File: src/rtl/fifo_packetizer.sv
// Drains a synchronous FIFO and frames its data as header + PKT_LEN payload + checksum on a valid/ready stream.
// Optional sequence byte after the header when FIFO_PKT_SEQ_EN is defined.
module fifo_packetizer #(
    parameter int                    DATA_WIDTH = 8,
    parameter int                    PKT_LEN    = 4,
    parameter logic [DATA_WIDTH-1:0] HDR_BYTE   = 8'hA5
) (
    input  logic                  clk,
    input  logic                  rst,
    input  logic [DATA_WIDTH-1:0] fifo_dout,
    input  logic                  fifo_empty,
    output logic                  fifo_rd_en,
    output logic [DATA_WIDTH-1:0] out_data,
    output logic                  out_valid,
    input  logic                  out_ready,
    output logic                  out_last
);

    // state   | meaning
    // IDLE    | waiting for FIFO data, output empty
    // HDR     | header byte presented
    // SEQ     | sequence byte presented (optional build only)
    // PAYLOAD | pulling PKT_LEN bytes, one read in flight at most
    // CSUM    | checksum byte presented with out_last
    localparam logic [2:0] S_IDLE    = 3'd0;
    localparam logic [2:0] S_HDR     = 3'd1;
`ifdef FIFO_PKT_SEQ_EN
    localparam logic [2:0] S_SEQ     = 3'd2;
`endif
    localparam logic [2:0] S_PAYLOAD = 3'd3;
    localparam logic [2:0] S_CSUM    = 3'd4;

    localparam int               CNT_W   = $clog2(PKT_LEN + 1);
    localparam logic [CNT_W-1:0] CNT_MAX = CNT_W'(PKT_LEN);

    logic [2:0]            state_q, state_d;
    logic [DATA_WIDTH-1:0] data_q, data_d;
    logic [DATA_WIDTH-1:0] sum_q, sum_d;
    logic [CNT_W-1:0]      cnt_q, cnt_d;
    logic                  valid_q, valid_d;
    logic                  last_q, last_d;
    logic                  inflight_q, inflight_d;
`ifdef FIFO_PKT_SEQ_EN
    logic [7:0]            seq_q, seq_d;
`endif

    logic slot_free;
    logic accept;
    logic rd_en;

    assign slot_free = !valid_q || out_ready;
    assign accept    = valid_q && out_ready;

    // Gated by rst so nothing is popped during the reset cycle itself.
    assign rd_en = rst && (state_q == S_PAYLOAD) && !fifo_empty && !inflight_q
                   && (cnt_q < CNT_MAX) && slot_free;

    assign fifo_rd_en = rd_en;
    assign out_data   = data_q;
    assign out_valid  = valid_q;
    assign out_last   = last_q;

    always_comb begin
        state_d    = state_q;
        data_d     = data_q;
        sum_d      = sum_q;
        cnt_d      = cnt_q;
        valid_d    = valid_q;
        last_d     = last_q;
        inflight_d = rd_en;
`ifdef FIFO_PKT_SEQ_EN
        seq_d      = seq_q;
`endif
        case (state_q)
            S_IDLE: begin
                if (!fifo_empty && slot_free) begin
                    data_d  = HDR_BYTE;
                    valid_d = 1'b1;
                    last_d  = 1'b0;
                    state_d = S_HDR;
                end
            end
            S_HDR: begin
                if (accept) begin
`ifdef FIFO_PKT_SEQ_EN
                    data_d  = DATA_WIDTH'(seq_q);
                    valid_d = 1'b1;
                    state_d = S_SEQ;
`else
                    valid_d = 1'b0;
                    state_d = S_PAYLOAD;
`endif
                end
            end
`ifdef FIFO_PKT_SEQ_EN
            S_SEQ: begin
                if (accept) begin
                    valid_d = 1'b0;
                    state_d = S_PAYLOAD;
                end
            end
`endif
            S_PAYLOAD: begin
                if (accept) begin
                    valid_d = 1'b0;
                end
                // A read is only issued with the slot free, so the returning byte always fits.
                if (inflight_q) begin
                    data_d  = fifo_dout;
                    valid_d = 1'b1;
                    sum_d   = sum_q + fifo_dout;
                    cnt_d   = cnt_q + CNT_W'(1);
                end else if (accept && (cnt_q == CNT_MAX)) begin
                    data_d  = '0 - sum_q;
                    valid_d = 1'b1;
                    last_d  = 1'b1;
                    state_d = S_CSUM;
                end
            end
            S_CSUM: begin
                if (accept) begin
                    valid_d = 1'b0;
                    last_d  = 1'b0;
                    sum_d   = '0;
                    cnt_d   = '0;
                    state_d = S_IDLE;
`ifdef FIFO_PKT_SEQ_EN
                    seq_d   = seq_q + 8'd1;
`endif
                end
            end
            default: begin
                valid_d = 1'b0;
                last_d  = 1'b0;
                state_d = S_IDLE;
            end
        endcase
    end

    always_ff @(posedge clk) begin
        if (!rst) begin
            state_q    <= S_IDLE;
            data_q     <= '0;
            sum_q      <= '0;
            cnt_q      <= '0;
            valid_q    <= 1'b0;
            last_q     <= 1'b0;
            inflight_q <= 1'b0;
`ifdef FIFO_PKT_SEQ_EN
            seq_q      <= '0;
`endif
        end else begin
            state_q    <= state_d;
            data_q     <= data_d;
            sum_q      <= sum_d;
            cnt_q      <= cnt_d;
            valid_q    <= valid_d;
            last_q     <= last_d;
            inflight_q <= inflight_d;
`ifdef FIFO_PKT_SEQ_EN
            seq_q      <= seq_d;
`endif
        end
    end

endmodule
File: config.mk
export PLATFORM = sky130hd
export DESIGN_NAME = fifo_packetizer
export DESIGN_NICKNAME = d
export VERILOG_FILES = /design/src/rtl/fifo_packetizer.sv
export SDC_FILE = /design/constraint.sdc
export NUM_CORES = 1
export LEC_CHECK = 0
export ABC_AREA = 1
export CAP_MARGIN = 20
export CELL_PAD_IN_SITES_DETAIL_PLACEMENT = 1
export CELL_PAD_IN_SITES_GLOBAL_PLACEMENT = 2
export CORE_ASPECT_RATIO = 2
export CORE_MARGIN = 3
export CORE_UTILIZATION = 25
export DETAILED_ROUTE_END_ITERATION = 6
export GPL_TIMING_DRIVEN = 1
export PLACE_DENSITY_LB_ADDON = 0.1
export SLEW_MARGIN = 10
export SYNTH_ARGS = -nofsm -noshare
export SYNTH_HDL_FRONTEND = slang
export SYNTH_SLANG_ARGS = --single-unit
File: constraint.sdc
create_clock -name clk -period 1.4 [get_ports clk]
set_input_delay 0.21 -clock clk [delete_from_list [all_inputs] [get_ports clk]]
set_output_delay 0.21 -clock clk [all_outputs]
set_load 0.02 [all_outputs]
==> out/qor.yml, run 1 <==
die_h_um: 119
syn_inst: 246
max_stage_delay_ps: 350
drc: 0
cts_tree: "done"
wl_per_cell_um: 14.0
syn_to_final_growth_pct: 70.3
period_share_pct: 103
synth_edf_count: 0
critical_path.cell_chain: "ha_4 -> fa_2 -> nand3_2 -> nand2_2 -> nand2_2 -> nand2_1 -> nand2_1 -> nand3_2 -> a21oi_2"
synth_area_leaders: "dfxtp_1 (31%), nand2_1 (18%), a21oi_1 (8.4%)"
tightestPinTransition_ps: 251
n_fill_cell: 791
numCtsBuffers: 3
dp.cells: 394
clk_latency_ps: 270
yosysWarningCount: 0
hp-class: "input pin to flop"
grt_max_degree: 19
relSlewSlack_pct: 83.3
slew_viol_final: 0
rsz0062_at_grt: "true"
rows: 40
hpwl_um: 4420
grt_pass1_vias: 2006
critPathRequiredTime_ps: 1610
root_buffer: "clkbuf_16"
design_area_um2: 2730
r2r_end: "sum_q[6]"
grt_pass1_wl_um: 9450
setup_tns_ps: -78.4
cp_data_arrival_time_ps: 1640
synth.avg_cell_area_um2: 6.53
overflow: 0
cts.sink_count: 25
async_flop_share_pct: 0
port_buffers: 22
setup_viol: 3
ys_types: 31
start_kind: "flop"
postCtsHoldBufs: 0
regToRegSetupSlack_ps: -40
initial_core_util_pct: 26.3
setup.worst_path.start: "sum_q[0]"
dr.first_iter.drc_count: 49
dpl_worst_slack_ps: -608
yosysMostFrequentCell: "nand2_1"
post-synth-top-area-cell: "dfxtp_1"
final_antenna_net_count: 0
antenna_found_initial: 0
ioPinCount: 23
cellLeakagePower_nw: 1.31
die_w_um: 62.7
drive_gt1_share_pct: 39.4
synth_top_flop_cell: "dfxtp_1"
crit_fanout: 3
fin_hold_ws_ps: 320
grt_usage_pct: 16.2
endpoint: "sum_q[6]"
cts.htree.levels: 1
synth_seq_area_share_pct: 31.2
cts_buffer_depth: 2
peakVddDrop_mv: 0.430
die_area_um2: 7480
fin_crit_ps: 1440
fmax_ghz: 0.695
r2r-start: "sum_q[0]"
synth_common_cells: "nand2_1 (77), inv_1 (30), a21oi_1 (27)"
p_total_mw: 3.24
place.gp.congestion: 0.735
final_core_util_pct: 44.8
setup_ws_ps: -39.1
cts.clk_slew.worst_paths_ps: 70
violations: "negative setup slack"
nets: 346
dr.pass1.iters: 3
critPathKind: "flop to flop"
final_hold_viol_count: 0
place_area_um2: 2260
max_cap_violations: 0
end_kind: "flop"
syn-cell-area_um2: 1610
num_antenna_cells: 0
critPathSlowestCell: "fa_2"
vias_per_cell: 4.57
reg2reg_depth: 9
hp-start: "fifo_dout[6]"
run_status: "complete, but fails checks"
drt_wl_total_um: 5680
stdcell_count: 406
ys_ff_latch: 25
fp.coreArea_um2: 6110
synth.net_count: 269
synth.top_cell.area_share_pct: 31.2
powerDensity_nw_per_um2: 1190
num_vias: 1857
finClkSkew_ps: 2.92
==> logic make-up after synthesis <==
| family | Yosys count | share of synthesized area (%) |
|---|---|---|
| AOI/OAI and AO/OA | 40 | 13.1 |
| xor gates and xnor gates | 3 | 1.64 |
| adders and majority gates | 11 | 9.04 |
| buffers and inverters | 36 | 9.12 |
| DFF | 25 | 31.2 |
| and+or+nand+nor | 131 | 35.9 |
==> power breakdown <==
part           internal, mW  switching (mW)
registers             0.835          0.0793
logic                 0.706           0.955
clock network         0.391           0.278
total                  1.93            1.31
==> worst max-delay path: cells and delay by family (launching register included) <==
| family | cells | cell delay [ps] |
|---|---|---|
| fa+ha+maj | 2 | 510 |
| flops | 1 | 340 |
| simple gates | 6 | 400 |
| compound gates | 1 | 120 |
==> how the worst min path moves through the flow <==
stage	to	slack (ps)	cells after the start
after detailed placement	out_data[7]	470	2
after global routing	out_data[6]	350	3
after floorplan	out_data[1]	330	2
final	out_data[6]	320	3
after CTS	out_data[7]	480	2
after global placement	out_data[7]	460	2
==> layout by cell type, fill, tap and decap left out, types with 6 or more instances in the layout <==
cell and count:
nand2_1 63, buf_4 47, inv_1 23, a21oi_1 23, nand3_1 17, dfxtp_1 16, dlygate4sd2_1 14, nand2_2 10
nor2_1 10, dfxtp_2 8, nand2_4 6, nor2_4 6, ha_4 6
==> routing by layer <==
| metal | vias to the layer above | wire length [um] | GRT usage, % |
|---|---|---|---|
| li1 | 957 | - | - |
| met1 | 878 | 1900 | 14.6 |
| met2 | 17 | 3580 | 34.4 |
| met3 | 5 | 89 | 1.51 |
| met4 | 0 | 104 | 7.05 |
| met5 | - | 0 | 0 |
==> area by class of cell <==
class / count / area [um2] / area share [%]
clock buffer: 4 / 78.8 / 2.88
inverter: 34 / 150 / 5.49
multi-input combinational: 186 / 1280 / 46.7
sequential: 25 / 514 / 18.8
tap: 84 / 105 / 3.84
timing repair buffer: 72 / 601 / 22.0
timing repair inverter: 1 / 7.51 / 0.275
==> registers in the layout, indices dropped and copies added (netlist names) <==
register	flops
out_last	1
out_valid	1
out_data	8
cnt_q	3
state_q	3
sum_q	8
inflight_q	1
==> repair_timing <==
action / 4_1_cts / 5_1_grt
pin swaps: 11 / 12
setup buffers: 3 / 3
resized for setup: 54 / 61
gates cloned: 2 / 0
endpoints found under the setup margin: 31 / 25
Note: power is estimated with default switching activity, not from simulation.
==> inputs of run 2 (changes only) <==
clock period = 1.2 ns   (was 1.4 ns; I/O delays follow)
==> run 2 against run 1 <==
Worst hold slack better by 100 ps; clock power increased by 15%; the run still ends with negative setup slack left; routed wire length is 7.9% higher; count of clock-buffer cells in the layout unchanged; non-clock buffer count up 16; critical path depth unchanged; largest power group unchanged; power rose by 33%; sequential share of layout area down 1.7 points; sequential power increased by 18%; combinational power rose by 48%.
==> out/qor.yml, run 2 (synthesized netlist as in run 1, its figures left out) <==
run_status: "complete, but fails checks"
violations: "negative setup slack"
period_share_pct: 118
dr.pass1.iters: 3
powerDensity_nw_per_um2: 1410
n_fill_cell: 771
relSlewSlack_pct: 81.6
port_buffers: 22
critPathKind: "flop to flop"
setup_viol: 25
drc: 0
nets: 362
hpwl_um: 4540
seqCellArea_um2: 522
vias_per_cell: 4.49
fp.coreArea_um2: 6110
max_cap_violations: 0
cts_tree: "done"
ioPinCount: 23
multiInputGateArea_um2: 1410
routed.top_layer: "met4"
wl_met2_um: 3920
regToRegSetupSlack_ps: -220
dr.first_iter.drc_count: 40
hp-class: "input pin to flop"
num_antenna_cells: 0
dp.cells: 401
num_vias: 1896
postCtsHoldBufs: 0
fmax_ghz: 0.705
r2r-start: "sum_q[0]"
cellLeakagePower_nw: 1.37
cp_data_arrival_time_ps: 1610
place_area_um2: 2450
finClkSkew_ps: 4.07
end_kind: "flop"
fin_crit_ps: 1420
critPathRequiredTime_ps: 1400
grt_usage_pct: 17.6
grt_pass1_vias: 2114
antenna_found_initial: 0
die_h_um: 119
wl_met3_um: 69
grt_max_degree: 19
overflow: 0
wl_per_cell_um: 14.5
initial_core_util_pct: 26.3
cts.htree.levels: 1
die_w_um: 62.7
rows: 40
cts.sink_count: 25
design_area_um2: 3050
reg2reg_depth: 9
drive_gt1_share_pct: 53.3
clk_latency_ps: 270
met1Wirelength_um: 1990
layout_common_cells: "buf_4 (50), nand2_1 (47), nand2_2 (24)"
hp-start: "fifo_dout[6]"
critPathSlowestCell: "dfxtp_2"
root_buffer: "clkbuf_16"
final_core_util_pct: 50.0
cts_buffer_depth: 2
hold_depth: 3
final_hold_viol_count: 0
grt_pass1_wl_um: 10300
stdcell_count: 422
r2r_end: "sum_q[6]"
final_antenna_net_count: 0
endpoint: "sum_q[6]"
drt_wl_total_um: 6130
setup_ws_ps: -218
place.gp.congestion: 0.752
setup.worst_path.start: "sum_q[0]"
peakVddDrop_mv: 0.550
max_stage_delay_ps: 340
start_kind: "flop"
syn_to_final_growth_pct: 90.2
final_common_cell: "buf_4"
numCtsBuffers: 3
critical_path.cell_chain: "ha_4 -> fa_2 -> nand3_2 -> nand2_2 -> nand2_2 -> nand2_2 -> nand2_1 -> nand3_1 -> a21oi_1"
worst_path_most_repeated_cell: "nand2_2"
die_area_um2: 7480
slew_viol_final: 0
rsz0062_at_grt: "true"
crit_fanout: 3
tightestPinTransition_ps: 276
cts.clk_slew.worst_paths_ps: 70
[run 2: cell count changes in the layout (fill, tap and decap cells not counted), sizes merged]
cell / change
dlymetal6s2s: -4
clkinv: +2
inv: -1
nand3: -1
dlygate4sd2: +4
buf: +16
[run 2: worst min-delay path by stage]
stage,to,slack [ps]
global route,out_data[6],460
finish,out_data[6],420
detailed placement,out_data[7],470
CTS,out_data[6],430
global placement,out_data[1],470
floorplan,out_data[1],300
[run 2: what timing repair did]
item / CTS / global route
cloned: 2 / 0
setup buffers: 8 / 7
pin swaps: 18 / 24
hold endpoints to repair: 0 / 0
endpoints found under the setup margin: 35 / 27
resized for setup: 104 / 43
[run 2: area by class of cell]
cell class / instances / area share, %
repair inverters: 2 / 0.615
well taps: 84 / 3.44
flip-flops and latches: 25 / 17.1
clock buffers: 4 / 2.58
multi-input cells: 185 / 46.2
repair buffers: 88 / 24.7
inverters: 34 / 5.33
[run 2: metal layers]
metal	GRT usage (%)	vias up
met5	0	-
met3	1.13	9
met4	7.19	0
met2	38.9	23
li1	-	978
met1	15.1	886
[run 2: where the power goes]
| part | switching (mW) | internal, mW | leakage [nW] |
|---|---|---|---|
| clock | 0.311 | 0.455 | 0.0382 |
| sequential | 0.107 | 0.973 | 0.210 |
| combinational | 1.27 | 1.19 | 1.12 |
| total | 1.69 | 2.62 | 1.37 |
[run 2: critical path: cells and delay by family (launching register included)]
kind / cells / cell delay [ps]
adders and majority gates: 2 / 500
and+or+nand+nor: 6 / 370
DFF: 1 / 340
AOI/OAI and AO/OA: 1 / 120
[run 2: through the flow]
step	hold slack, ps	TNS [ps]	power [mW]	setup WS (ps)
4_1_cts	429	-3220	4.03	-233
6_report	424	-3610	4.31	-218
3_3_place_gp	466	-12380	2.79	-692
3_5_place_dp	467	-13360	2.82	-728
5_1_grt	461	-5570	4.61	-305
2_1_floorplan	300	-217	1.98	-128
